<file path="config.mk">
export PLATFORM = sky130hd
export DESIGN_NAME = reg_dump_reader
export DESIGN_NICKNAME = d
export VERILOG_FILES = /design/src/rtl/reg_dump_reader.sv
export SDC_FILE = /design/constraint.sdc
export NUM_CORES = 1
export LEC_CHECK = 0
export ABC_CLOCK_PERIOD_IN_PS = 1900
export CAP_MARGIN = 20
export CORE_MARGIN = 2
export CORE_UTILIZATION = 47
export DETAILED_ROUTE_END_ITERATION = 7
export PLACE_DENSITY = 0.78
export SETUP_SLACK_MARGIN = 0.02
export SYNTH_ARGS = -nofsm -noshare
export SYNTH_HDL_FRONTEND = slang
export SYNTH_SLANG_ARGS = --single-unit
export TNS_END_PERCENT = 30
</file>
<file path="constraint.sdc">
create_clock -name clk -period 1.9 [get_ports clk]
set_clock_uncertainty 0.1 [all_clocks]
set_input_delay 0.285 -clock clk [delete_from_list [all_inputs] [get_ports clk]]
set_output_delay 0.285 -clock clk [all_outputs]
set_load 0.03 [all_outputs]
</file>
<file path="src/rtl/reg_dump_reader.sv">
// rtl/reg_dump_reader.sv - streams a register file out pairwise over a valid/ready port
//
// Purpose:
//    On a START pulse, walks NREGS registers two at a time through a
//    dual-read-port register file and presents each value on DOUT/DADDR
//    with a valid/ready handshake. It signals DONE once the last value
//    has been taken.
//
// Ports:
//    clk          system clock, all state changes on the rising edge
//    reset        synchronous active-high reset
//    start        single-cycle dump request, honoured only in IDLE
//    out1address  read port 1 address (even register of the pair), registered
//    out2address  read port 2 address (odd register of the pair), registered
//    out1, out2   read port 1/2 data
//    dout         streamed register value, registered
//    daddr        register index of dout
//    dvalid       dout/daddr valid
//    dready       sink accepts; a transfer is dvalid & dready at an edge
//    busy         high while a dump is in progress
//    done         one-cycle pulse after the last transfer

module reg_dump_reader #(
   parameter int WIDTH = 8,
   parameter int NREGS = 8
) (
   input  logic             clk,
   input  logic             reset,
   input  logic             start,
   output logic [2:0]       out1address,
   output logic [2:0]       out2address,
   input  logic [WIDTH-1:0] out1,
   input  logic [WIDTH-1:0] out2,
   output logic [WIDTH-1:0] dout,
   output logic [2:0]       daddr,
   output logic             dvalid,
   input  logic             dready,
   output logic             busy,
   output logic             done
);

   typedef enum logic [2:0] {
      IDLE,
      ADDR,
      CAPTURE,
      SEND1,
      SEND2,
      FIN
   } state_t;

   // Index of the final pair; NREGS is even and at most 8, so k fits in 2 bits.
   localparam logic [1:0] LAST_K = 2'(NREGS / 2 - 1);

   state_t           state;
   logic [1:0]       k;
   logic [WIDTH-1:0] h2;

   // The even register goes straight from OUT1 into dout at the capture
   // edge, so only the odd register needs a holding register until SEND2.
   logic xfer;
   assign xfer = dvalid & dready;

   always_ff @(posedge clk) begin
      if (reset) begin
         state       <= IDLE;
         k           <= 2'd0;
         out1address <= 3'd0;
         out2address <= 3'd0;
         dout        <= '0;
         daddr       <= 3'd0;
         dvalid      <= 1'b0;
         busy        <= 1'b0;
         done        <= 1'b0;
         h2          <= '0;
      end else begin
         done <= 1'b0;
         case (state)
            IDLE: begin
               // Addresses keep their last values until a new dump starts.
               if (start) begin
                  state       <= ADDR;
                  k           <= 2'd0;
                  out1address <= 3'd0;
                  out2address <= 3'd1;
                  busy        <= 1'b1;
               end
            end
            ADDR: begin
               // Settle cycle so the register file sees the new addresses.
               state <= CAPTURE;
            end
            CAPTURE: begin
               h2     <= out2;
               dout   <= out1;
               daddr  <= {k, 1'b0};
               dvalid <= 1'b1;
               state  <= SEND1;
            end
            SEND1: begin
               if (xfer) begin
                  dout  <= h2;
                  daddr <= {k, 1'b1};
                  state <= SEND2;
               end
            end
            SEND2: begin
               if (xfer) begin
                  dvalid <= 1'b0;
                  if (k == LAST_K) begin
                     state <= FIN;
                     done  <= 1'b1;
                     busy  <= 1'b0;
                  end else begin
                     k           <= k + 2'd1;
                     out1address <= out1address + 3'd2;
                     out2address <= out2address + 3'd2;
                     state       <= ADDR;
                  end
               end
            end
            FIN: begin
               // start is deliberately not looked at here.
               state <= IDLE;
            end
            default: begin
               state <= IDLE;
            end
         endcase
      end
   end

endmodule
</file>
==> results.md, run 1 <==
- The floorplan step defined a die boundary enclosing 3586 sq um.
- Data on the critical path is required at its endpoint by about 1.5 ns.
- The startpoint-to-endpoint class of the critical path is register to output pin.
- The per-cell routed wire length is about 15 um.
- The largest net degree at the start of global routing is 20.
- After clock tree synthesis, the flow added hold-fix buffers numbering 0.
- The deepest clock path buffer count is 2.
- The delay contributed by the slowest stage of the critical path is roughly 0.69 ns.
- The path class of the tightest hold or removal check is input pin to register.
- The first global-routing pass estimated around 5.5 mm of wire.
- The height of the die is 59.88 um.
- The congestion estimate from routability-driven global placement came to approximately 0.88.
- The number of max-capacitance violations reported is 0.
- Setup repair after global routing left no endpoint under its margin.
- For this run, the register share of the synthesized area comes to 0.4365.
- The pre-CTS setup slack is -0.07491 ns.
- Along the worst path, the maximum fanout reaches 4.
- The net count of the finished layout is around 220.
- By area the synthesized netlist is led by dfxtp_1, a21oi_1, mux2i_1, a211oi_1, o21ai_0.
- The initial utilization of the core area, before any placement, comes to 0.4888.
- The core outline area is around 3000 sq um.
- For this run, the top clock speed supported by timing is approximately 550 MHz.
- In the global route stage, met1 resource usage came out at 0.2694.
- The sum of routed wire length over all layers is roughly 3.5 mm.
- The run finished with clean final reports.
- The number of antenna violations at the first check in global routing was 0.
- The via count is between 1,000 and 1,500.
- The share of Yosys cell area claimed by the top area cell type is 0.4365.
- The worst hold path passes through 3 cells.
- The global routing met2 resource utilization is 0.3199.
- The overall power is 0.001653 W.
- The post-detailed-route via-to-cell ratio is approximately 5.7.
- The synthesis-to-layout area growth is 31.37%.
- For the pin with the worst max-slew slack, the measured transition is roughly 0.55 ns.
- The clock-pin slew reported for the worst setup and hold paths after clock tree synthesis is ~0.10 ns.
- On the critical path the largest part of the delay comes from buffers and inverters.
- The number of sinks on the clock net is 32.
- For hold timing, the worst endpoint is h2[5]$_SDFFE_PP0P_.
- The insertion delay to the later sink of the worst-skew pair is 0.34 ns.
- The clock tree from TritonCTS is built.
- The number of buffers and inverters on the critical path is 1.
- The first TritonRoute pass finished after 4 iterations.
- The iteration-0 DRC count of the detailed router is 43.
- The total setup buffers inserted after CTS is 0.
- The remaining global-route overflow is 0.
- For this run, design rule violations remaining after detail routing come to 0.
- The clock buffer count from CTS is 5.
- The arrival time at the worst endpoint is around 1.4 ns.
- The final worst slack is approximately 0.08 ns.
- The startpoint of the worst-slack reg-to-reg timing path is k[0]$_SDFFE_PP0P_.
- The startpoint of the most critical hold path is out2[5].
- In this run the tightest slew margin relative to its limit is 0.6333.
- The leading register cell type out of synthesis is dfxtp_1.
- The finished layout cell area is roughly 1900 sq um.
- The met3 routing resource usage after global routing is 0.06061.
- On the critical path, the stage with the largest delay is an instance of clkdlybuf4s50_1.
- For this design the static power due to leakage is about 0.7 nW.
- CTS placed an instance of clkbuf_4 at the clock tree root.
- Dividing the final minimum period by the clock period gives 0.9569.
- The net count of the mapped netlist is ~180.
- Across every metal layer, demand over resource in global routing totals 0.2094.
- The number of distinct library cells after synthesis is 43.
- Power spread over the standard cell area amounts to roughly 860 nW/um^2.
- Synthesis handed over a netlist of ~160 instances.
- The setup slack of the worst register-to-register path is around 0.31 ns.
- The share of synthesized flip-flops with an asynchronous set or reset is 0.
- The post-synthesis sequential element count is 32.
- The average footprint of a synthesized cell is about 9.3 sq um.
- Sorting the synthesized cells by how often they occur yields dfxtp_1, a21oi_1, mux2i_1, a211oi_1, o21ai_0.
- In the post-synthesis netlist, the cell with the most instances is dfxtp_1.
- The number of nets with antenna violations after detailed routing is 0.
- The number of global-route vias before repair is 1,221.
- The global-route layer with the greatest usage is met2.
- The instance area at placement is approximately 1900 sq um.
- The worst voltage drop across the vdd grid is roughly 0.42 mV.
- The number of slew-limit violations in the final report was 0.
- From left edge to right edge, the die measures about 60 um.
- The count of endpoints failing hold in the final timing report is 0.
- The H-tree generated during clock tree synthesis spans 2 levels.
- Of all cell types, the one taking the most synthesized area is dfxtp_1.
- The number of setup violations in the final report is 0.
- The number of diodes added for antenna fixing is 0.
- Input and output buffers added on the ports amount to 38.
- The placement row count is 20.
- The wire-length estimate of the detail-placed layout is roughly 2.5 mm.
- In this run, synthesis inferred 0 flip-flops with an integrated enable.
- In the final layout, the share of cells above drive strength 1 is 0.1263.
- For this run, the share of the core covered by cells in the final layout is 0.6421.
- The minimum clock period is between 1.5 and 2 ns.
- The Yosys step of the flow raised 0 warnings.
- The worst register-to-register path ends at k[1]$_SDFFE_PP0P_.
- The number of cells upsized or downsized after cts is 0.
- The number of cells on the worst reg-to-reg path is 4.
- The count of filler cells inserted in the layout is 263.
- Traced cell by cell, the critical path runs through clkdlybuf4s50_1.
- The worst setup path is launched from a register.
- The synthesized netlist occupies a cell area of around 1500 sq um.
- The number of ports placed on the die boundary is 40.
- STA classifies the critical path endpoint as an output pin.
[layer usage]
layer / vias to the layer above / part of all wire
li1: 644 / -
met1: 635 / 0.47
met2: 26 / 0.48
met3: 7 / 0.038
met4: 0 / 0.016
met5: - / 0
[power by group]
group / leakage (nW) / switching, W / internal, W
logic: 0.414 / 0.000250 / 0.000208
registers: 0.260 / 0.0000537 / 0.000723
clock network: 0.0315 / 0.000237 / 0.000181
[stage by stage]
| step | setup TNS [ns] | instances | hold slack (ns) |
|---|---|---|---|
| floorplan | 0 | 157 | 0.3210 |
| global placement | 0 | 223 | 0.3538 |
| detailed placement | -0.1909 | 223 | 0.3613 |
| CTS | 0 | 231 | 0.3723 |
| global route | 0 | 231 | 0.3752 |
| finish | 0 | 231 | 0.3736 |
[registers in the layout, summed over array words and instances, names as in the netlist]
register     count
busy             1
daddr            3
done             1
dout             8
dvalid           1
h2               8
k                2
out1address      2
out2address      3
state            3
[cell type report]
| type | instances | area, sq um | area share |
|---|---|---|---|
| Sequential cell | 32 | 640.6 | 0.3323 |
| Timing Repair Buffer | 46 | 440.4 | 0.2284 |
| Tap cell | 33 | 41.29 | 0.02141 |
| Clock buffer | 7 | 55.05 | 0.02855 |
| Multi-Input combinational cell | 107 | 724.4 | 0.3757 |
| Inverter | 5 | 18.77 | 0.009734 |
| Clock inverter | 1 | 7.507 | 0.003894 |
[worst max-delay path by stage]
stage | startpoint | to | depth (start not counted)
2_1_floorplan | dvalid$_SDFFE_PP0P_ | dout[0]$_SDFFE_PP0P_ | 3
3_3_place_gp | dready | k[1]$_SDFFE_PP0P_ | 4
3_5_place_dp | dready | k[1]$_SDFFE_PP0P_ | 4
4_1_cts | out2address[1]$_SDFFE_PP0P_ | out2address[1] | 1
5_1_grt | out2address[1]$_SDFFE_PP0P_ | out2address[1] | 1
6_report | out2address[1]$_SDFFE_PP0P_ | out2address[1] | 1
[logic make-up (layout without fill, tap and decap cells)]
family / count (synthesis) / after routing / share of synthesized area
DFF: 32 / 32 / 0.4365
other: 1 / 1 / 0.002555
adders and majority gates: 1 / 1 / 0.008524
AOI/OAI and AO/OA: 54 / 54 / 0.2370
buffers and inverters: 18 / 59 / 0.06990
muxes: 11 / 11 / 0.07502
and+or+nand+nor: 40 / 40 / 0.1705
[cell usage in the layout, fill, tap and decap left out, drive strengths merged, types with 2 or more instances in the layout]
cell	n
nor2b	2
buf	8
clkbuf	7
nand3	6
clkdlybuf4s50	38
nor3	2
mux2i	11
a21bo	2
a21oi	22
nand2	9
o21ai	10
nor3b	3
nand2b	3
inv	5
a211oi	10
dfxtp	32
nor2	6
No activity file was read; power rests on OpenSTA's default activity.
==> run 2, diff against run 1 <==
ABC_CLOCK_PERIOD_IN_PS = 2200   (was 1900)
CELL_PAD_IN_SITES_DETAIL_PLACEMENT = 1   (was not set)
CELL_PAD_IN_SITES_GLOBAL_PLACEMENT = 1   (was not set)
CORE_UTILIZATION = 38   (was 47)
PLACE_DENSITY = not set   (was 0.78)
PLACE_DENSITY_LB_ADDON = 0.1   (was not set)
SKIP_CTS_REPAIR_TIMING = 1   (was not set)
clock period = 2.2 ns   (was 1.9 ns; I/O delays follow)
==> run 2 against run 1 <==
- combinational power shrank 19%
- wire length is 6.9% higher
- utilization shrank 12 points
- sequential power down 13%
- first-iteration DRC count fell by 4.7%
- setup slack gained 0.16 ns
- sequential share of layout area down 0.064 points
- critical path depth is the same
- highest routed layer unchanged
- register-to-register slack gained 0.25 ns
- count of clock-buffer cells in the layout down 1
- hold slack gained 0.0099 ns
==> results.md, run 2 (same netlist as run 1, synthesis figures left out) <==
- The number of max-capacitance violations reported is 0 (unchanged).
- The placement row count is 22 (+10%).
- The delay contributed by the slowest stage of the critical path is 0.74 ns (+0.05 ns).
- The pre-CTS setup slack is 0.1349 ns (+0.2098 ns).
- The final critical-path share of the clock period is 0.8915.
- The placed wire-length estimate after detailed placement is 2.706 mm (+7.5%).
- The overall power is 0.001473 W (-11%).
- The per-cell routed wire length was 15.59 um (+2.5%).
- The post-detailed-route via-to-cell ratio is 5.336 (-6.0%).
- The final worst slack is 0.2386 ns (+0.1566 ns).
- The global placement routability congestion is 0.7192 (-19%).
- The number of slew-limit violations in the final report is 0 (unchanged).
- The worst-path cell with the longest stage delay is clkdlybuf4s50_1.
- The switching part of the total power is 0.3162 (-0.01074).
- The largest net degree at the start of global routing came to 17 (-15%).
- The horizontal extent of the die is 66.15 um (+10%).
- The share of total power in sequential cells was 0.461 (-0.009).
- The maximum operating frequency is just over 500 MHz.
- The setup slack of the worst register-to-register path came to 0.56 ns (+0.25 ns).
- The worst slew slack as a fraction of its limit came to 0.5754 (-0.05790).
- The largest registers in the layout are dout x8, h2 x8.
- The remaining global-route overflow is 0 (unchanged).
- The type of the tightest min-delay check is register to register.
- The total routing resource utilization after global routing is 0.1876 (-0.02185).
- The count of buffer and inverter cells on the critical path is 1 (unchanged).
- The minimum clock period is 1.961 ns.
- The initial standard-cell utilization of the core came to 0.3979 (-0.09085).
- The cell-internal power is 0.001007 W (-9.4%).
- The top cell family by delay on the critical path is buffers and inverters.
- The share of final-layout standard cells stronger than drive strength 1 was 0.1036 (-0.02264).
- TritonCTS built the clock tree.
- The number of diodes added for antenna fixing is 0 (unchanged).
- The total negative setup slack was 0 ns (unchanged).
- The sum of routed wire length over all layers was 3.756 mm (+6.9%).
- The insertion delay to the later sink of the worst-skew pair is 0.28 ns (-0.06 ns).
- The number of sinks on the clock net was 32 (unchanged).
- The height of the die is 66.15 um (+10%).
- The number of global-route vias before repair was 1,250 (+2.4%).
- The cell sitting at the root of the clock tree is a clkbuf_8.
- The iteration-0 DRC count of the detailed router is 41 (-4.7%).
- The switching component of the power was 0.0004659 W (-14%).
- The library cell used most frequently in the layout, excluding fill and tap cells, is clkdlybuf4s50_1.
- STA classifies the critical path startpoint as a register.
- The startpoint-to-endpoint class of the critical path is register to output pin.
- The type of destination of the critical path is an output pin.
- The slew of the pin with the lowest slew margin is 0.6341 ns (+0.08483 ns).
- The worst voltage drop across the vdd grid is 0.5669 mV (+36%).
- The number of setup violations in the final report came to 0 (unchanged).
- The number of nets with antenna violations after detailed routing was 0 (unchanged).
- Leaving out fill and tap cells, the most frequent cells in the layout are clkdlybuf4s50_1, dfxtp_1, a21oi_1.
- The number of H-tree branching levels is 2 (unchanged).
- The critical path required time came to 1.77 ns (+0.26 ns).
- The clock-pin slew reported for the worst setup and hold paths after clock tree synthesis was 0.06 ns (-0.04 ns).
- The detailed-route DRC error count was 0 (unchanged).
- The combinational share of power is 0.253 (-0.024).
- The area of the die was 4375 sq um (+22%).
- The arrival time at the worst endpoint is 1.53 ns (+0.10 ns).
- The quantity of I/O buffers inserted on ports is 38 (unchanged).
- The number of optimization iterations in the first detailed-route pass is 4 (unchanged).
- Walking the worst path, the cells encountered are clkdlybuf4s50_1.
- The number of antenna violations at the first check in global routing is 0 (unchanged).
- The number of ports placed on the die boundary is 40 (unchanged).
- The count of endpoints failing hold in the final timing report is 0 (unchanged).
- The deepest clock path buffer count was 2 (unchanged).
- The total leakage power is 0.6940 nW (-1.6%).
- The worst-path maximum fanout is 9 (+5).
- The clock buffer count from CTS is 5 (unchanged).
- The fraction of power consumed by the clock network is 0.286 (+0.033).
- Setup repair after global routing left no endpoint under its margin.
- The core outline area is 3689 sq um (+23%).
- The count of nets after finishing was 214 (-1.8%).
- The run finished with clean final reports.
- The wire length of the first global-routing pass was 6.120 mm (+10%).
- The via count was 1,286 (-2.0%).
- The area growth from synthesis to layout is 31.63%.
- The total power divided by cell area is 762.6 nW/um^2 (-11%).
[run 2: cell types whose count changed in the layout (fill, tap and decap cells not counted)]
cell	previous run	this run
clkinv_2	0	1
clkinvlp_4	1	0
buf_4	8	4
clkbuf_4	5	0
clkbuf_8	1	5
[run 2: tightest hold or removal path, delay by kind of cell (launching register included)]
family / cells / cell delay, ns
flip-flops: 1 / 0.31
AO/OA/AOI/OAI: 2 / 0.13
[run 2: path summary, 6_finish.rpt]
path | from | end | cells after the start
worst min register to register | h2[0]$_SDFFE_PP0P_ | h2[0]$_SDFFE_PP0P_ | 2
worst max register to register | dvalid$_SDFFE_PP0P_ | k[1]$_SDFFE_PP0P_ | 3
worst max-delay path | dvalid$_SDFFE_PP0P_ | dvalid | 1
worst min-delay path | h2[0]$_SDFFE_PP0P_ | h2[0]$_SDFFE_PP0P_ | 2
[run 2: final cells by class]
type,count,area [sq um]
fillers,444,1757
clock buffers,6,72.57
inverters,5,18.77
flip-flops and latches,32,640.6
multi-input cells,107,724.4
well taps,48,60.06
repair buffers,42,410.4
clock inverters,1,5.005
[run 2: metal layers]
metal	vias up	track usage	wire length (um)
li1	635	-	-
met4	0	0.07653	47
met3	4	0.04770	148
met5	-	0	0
met2	27	0.3050	1790
met1	620	0.2352	1768
[run 2: per-stage QoR]
step / hold WS, ns / utilization / instances / cell area, sq um
global placement: 0.3584 / 0.5027 / 234 / 1854
detailed placement: 0.3731 / 0.5027 / 234 / 1854
floorplan: 0.3460 / - / 157 / 1468
global route: 0.4160 / 0.5237 / 241 / 1932
finish: 0.3835 / 0.5237 / 241 / 1932
CTS: 0.3861 / 0.5237 / 241 / 1932
[run 2: power groups by stage]
| stage | combinational, W | clock [W] | sequential (W) |
|---|---|---|---|
| floorplan | 0.000223 | 0 | 0.000714 |
| global placement | 0.000364 | 0 | 0.000689 |
| detailed placement | 0.000375 | 0 | 0.000692 |
| CTS | 0.000376 | 0.000436 | 0.000679 |
| global route | 0.000404 | 0.000463 | 0.000687 |
| finish | 0.000373 | 0.000421 | 0.000679 |
==> run 3, diff against run 2 <==
CAP_MARGIN = not set   (was 20)
PLACE_DENSITY = 0.92   (was not set)
PLACE_DENSITY_LB_ADDON = not set   (was 0.1)
SLEW_MARGIN = 20   (was not set)
==> run 3 against run 2 <==
- die area unchanged
- sequential share of layout area down 0.086 points
- cell count unchanged
- highest routed layer unchanged
- largest power group unchanged
- maximum frequency down 0.13%
- critical path depth unchanged
- setup slack worse by 0.0026 ns
- flip-flop and latch count unchanged
==> results.md, run 3 (same netlist as run 1, synthesis figures left out) <==
- The flow ran to the end, and the final reports show no timing, DRC or antenna violations.
- The deepest clock path buffer count is 2 (unchanged).
- In this run the critical register-to-register path is launched from state[1]$_SDFFE_PP0P_.
- The number of max-capacitance violations reported is 0 (unchanged).
- The synthesis-to-layout area growth is 31.97%.
- The via count is 1,283 (-0.23%).
- The worst-case hold path end point is k[0]$_SDFFE_PP0P_.
- The setup slack of the worst register-to-register path came to 0.37 ns (-0.19 ns).
- The number of setup violations in the final report is 0 (unchanged).
- The type of destination of the critical path is an output pin.
- The placement row count came to 22 (unchanged).
- The placed wire-length estimate after detailed placement is 2.957 mm (+9.3%).
- The startpoint type of the worst setup path is a register.
- The number of ports placed on the die boundary is 40 (unchanged).
- The total leakage power is 0.6941 nW (about the same).
- The fraction of power consumed by the clock network is 0.301 (+0.015).
- The worst setup path is of the register to output pin kind.
- The count of buffer and inverter cells on the critical path came to 1 (unchanged).
- The switching component of the power came to 0.0004660 W (about the same).
- The combinational share of power came to 0.248 (-0.005).
- Grouping stages by cell kind, the critical path spends the most delay in buffers and inverters.
- The initial standard-cell utilization of the core is 0.3979 (unchanged).
- The share of final-layout standard cells stronger than drive strength 1 is 0.09845 (-0.005181).
- The detailed-route DRC error count is 0 (unchanged).
- The logic depth of the worst register-to-register path is 3 (unchanged).
- The height of the die was 66.15 um (unchanged).
- The cell-internal power was 0.001045 W (+3.7%).
- The total negative setup slack is 0 ns (unchanged).
- The core outline area is 3689 sq um (unchanged).
- The slew of the pin with the lowest slew margin was 0.5567 ns (-0.07747 ns).
- The number of nets with antenna violations after detailed routing is 0 (unchanged).
- The maximum operating frequency is 509.2 MHz (-0.13%).
- The type of the tightest min-delay check is register to register.
- The delay contributed by the slowest stage of the critical path came to 0.74 ns (about the same).
- The critical path required time is 1.77 ns (about the same).
- The number of diodes added for antenna fixing is 0 (unchanged).
- The quantity of I/O buffers inserted on ports is 38 (unchanged).
- The number of optimization iterations in the first detailed-route pass was 4 (unchanged).
- The final cell utilization of the core is 0.5251 (+0.001357).
- The minimum clock period was 1.964 ns (+0.002609 ns).
- The share of total power in sequential cells is 0.451 (-0.010).
- The CTS root buffer is clkbuf_8.
- In the final layout, the registers with the most flip-flops are dout x8, h2 x8.
- The worst slew slack as a fraction of its limit came to 0.6275 (+0.05213).
- The signal on the critical path passes through clkdlybuf4s50_1.
- The number of sinks on the clock net came to 32 (unchanged).
- The number of H-tree branching levels is 2 (unchanged).
- The number of slew-limit violations in the final report is 0 (unchanged).
- The count of nets after finishing is 213 (-0.47%).
- The total routing resource utilization after global routing is 0.2064 (+0.01886).
- The largest net degree at the start of global routing is 18 (+1).
- The per-cell routed wire length was 16.63 um (+6.7%).
- The wire length of the first global-routing pass is 6.768 mm (+11%).
- The remaining global-route overflow is 0 (unchanged).
- The total power divided by cell area was 779.9 nW/um^2 (+2.3%).
- TritonCTS built the clock tree.
- The worst hold path begins at k[0]$_SDFFE_PP0P_.
- The final critical-path share of the clock period is 0.8927 (+0.001186).
- The depth of the worst hold-timing path is 1 (-1).
- The worst-path maximum fanout is 9 (unchanged).
- The switching part of the total power was 0.3085 (-0.007723).
- The clock-pin slew reported for the worst setup and hold paths after clock tree synthesis was 0.06 ns (about the same).
- The insertion delay to the later sink of the worst-skew pair is 0.28 ns (about the same).
- The endpoint identified for the worst register-to-register timing path is dout[1]$_SDFFE_PP0P_.
- The clock buffer count from CTS is 5 (unchanged).
- The post-detailed-route via-to-cell ratio is 5.324 (-0.23%).
- The area of the die is 4375 sq um (unchanged).
- The iteration-0 DRC count of the detailed router came to 86 (+110%).
- The count of endpoints failing hold in the final timing report was 0 (unchanged).
- The global placement routability congestion is 0.8038 (+12%).
- For this design, the slowest cell found on the critical path is clkdlybuf4s50_1.
- The arrival time at the worst endpoint came to 1.53 ns (about the same).
- In the layout the commonest cells are clkdlybuf4s50_1, dfxtp_1, a21oi_1.
- The sum of routed wire length over all layers is 4.009 mm (+6.7%).
- The horizontal extent of the die is 66.15 um (unchanged).
- The number of global-route vias before repair came to 1,333 (+6.6%).
- The worst voltage drop across the vdd grid is 0.4206 mV (-26%).
- The number of antenna violations at the first check in global routing is 0 (unchanged).
- Setup repair after global routing left no endpoint under its margin.
- The most common cell after layout, fill and taps aside is clkdlybuf4s50_1.
-- run 3: metal layers --
layer	GRT usage	wire length [um]	vias to the layer above
li1	-	-	634
met1	0.2719	1812	607
met2	0.3263	1923	36
met3	0.05451	215	6
met4	0.06888	58	0
met5	0	0	-
-- run 3: final cells by class --
cell class,count,area [sq um]
Fill cell,437,1752
Multi-Input combinational cell,107,724.4
Sequential cell,32,640.6
Timing Repair Buffer,41,402.9
Clock buffer,8,90.09
Tap cell,48,60.06
Inverter,5,18.77
-- run 3: power by group through the flow --
stage,Sequential (W),Combinational [W],Clock [W]
finish,0.000681,0.000374,0.000455
global route,0.000689,0.000406,0.000504
CTS,0.000681,0.000376,0.000467
detailed placement,0.000694,0.000374,0
global placement,0.000689,0.000356,0
floorplan,0.000714,0.000223,0
-- run 3: how the worst max path moves through the flow --
stage	start	end	slack, ns	depth (start not counted)
6_report	dvalid$_SDFFE_PP0P_	dvalid	0.24	1
5_1_grt	dvalid$_SDFFE_PP0P_	dvalid	0.17	1
4_1_cts	dvalid$_SDFFE_PP0P_	dvalid	0.22	1
3_5_place_dp	dready	state[2]$_SDFFE_PP0P_	0.19	4
3_3_place_gp	dready	k[1]$_SDFFE_PP0P_	0.28	4
2_1_floorplan	dvalid$_SDFFE_PP0P_	dout[0]$_SDFFE_PP0P_	0.75	3
-- run 3: worst reg2reg max path, cell delays in order (launching register included) --
cell and delay [ns]:
dfxtp_1 0.58, nand2b_1 0.31, nor2_1 0.53, a211oi_1 0.17
-- run 3: metrics by stage --
step           cells  setup slack (ns)  total power (W)  hold slack [ns]  cell area, sq um
5_1_grt          241            0.1667         0.001599           0.4312              1937
4_1_cts          241            0.2218         0.001524           0.3974              1937
6_report         241            0.2360         0.001511           0.3967              1937
3_3_place_gp     233            0.2831         0.001045           0.3668              1847
2_1_floorplan    157            0.7496        0.0009373           0.3460              1468
3_5_place_dp     233            0.1919         0.001067           0.3885              1847
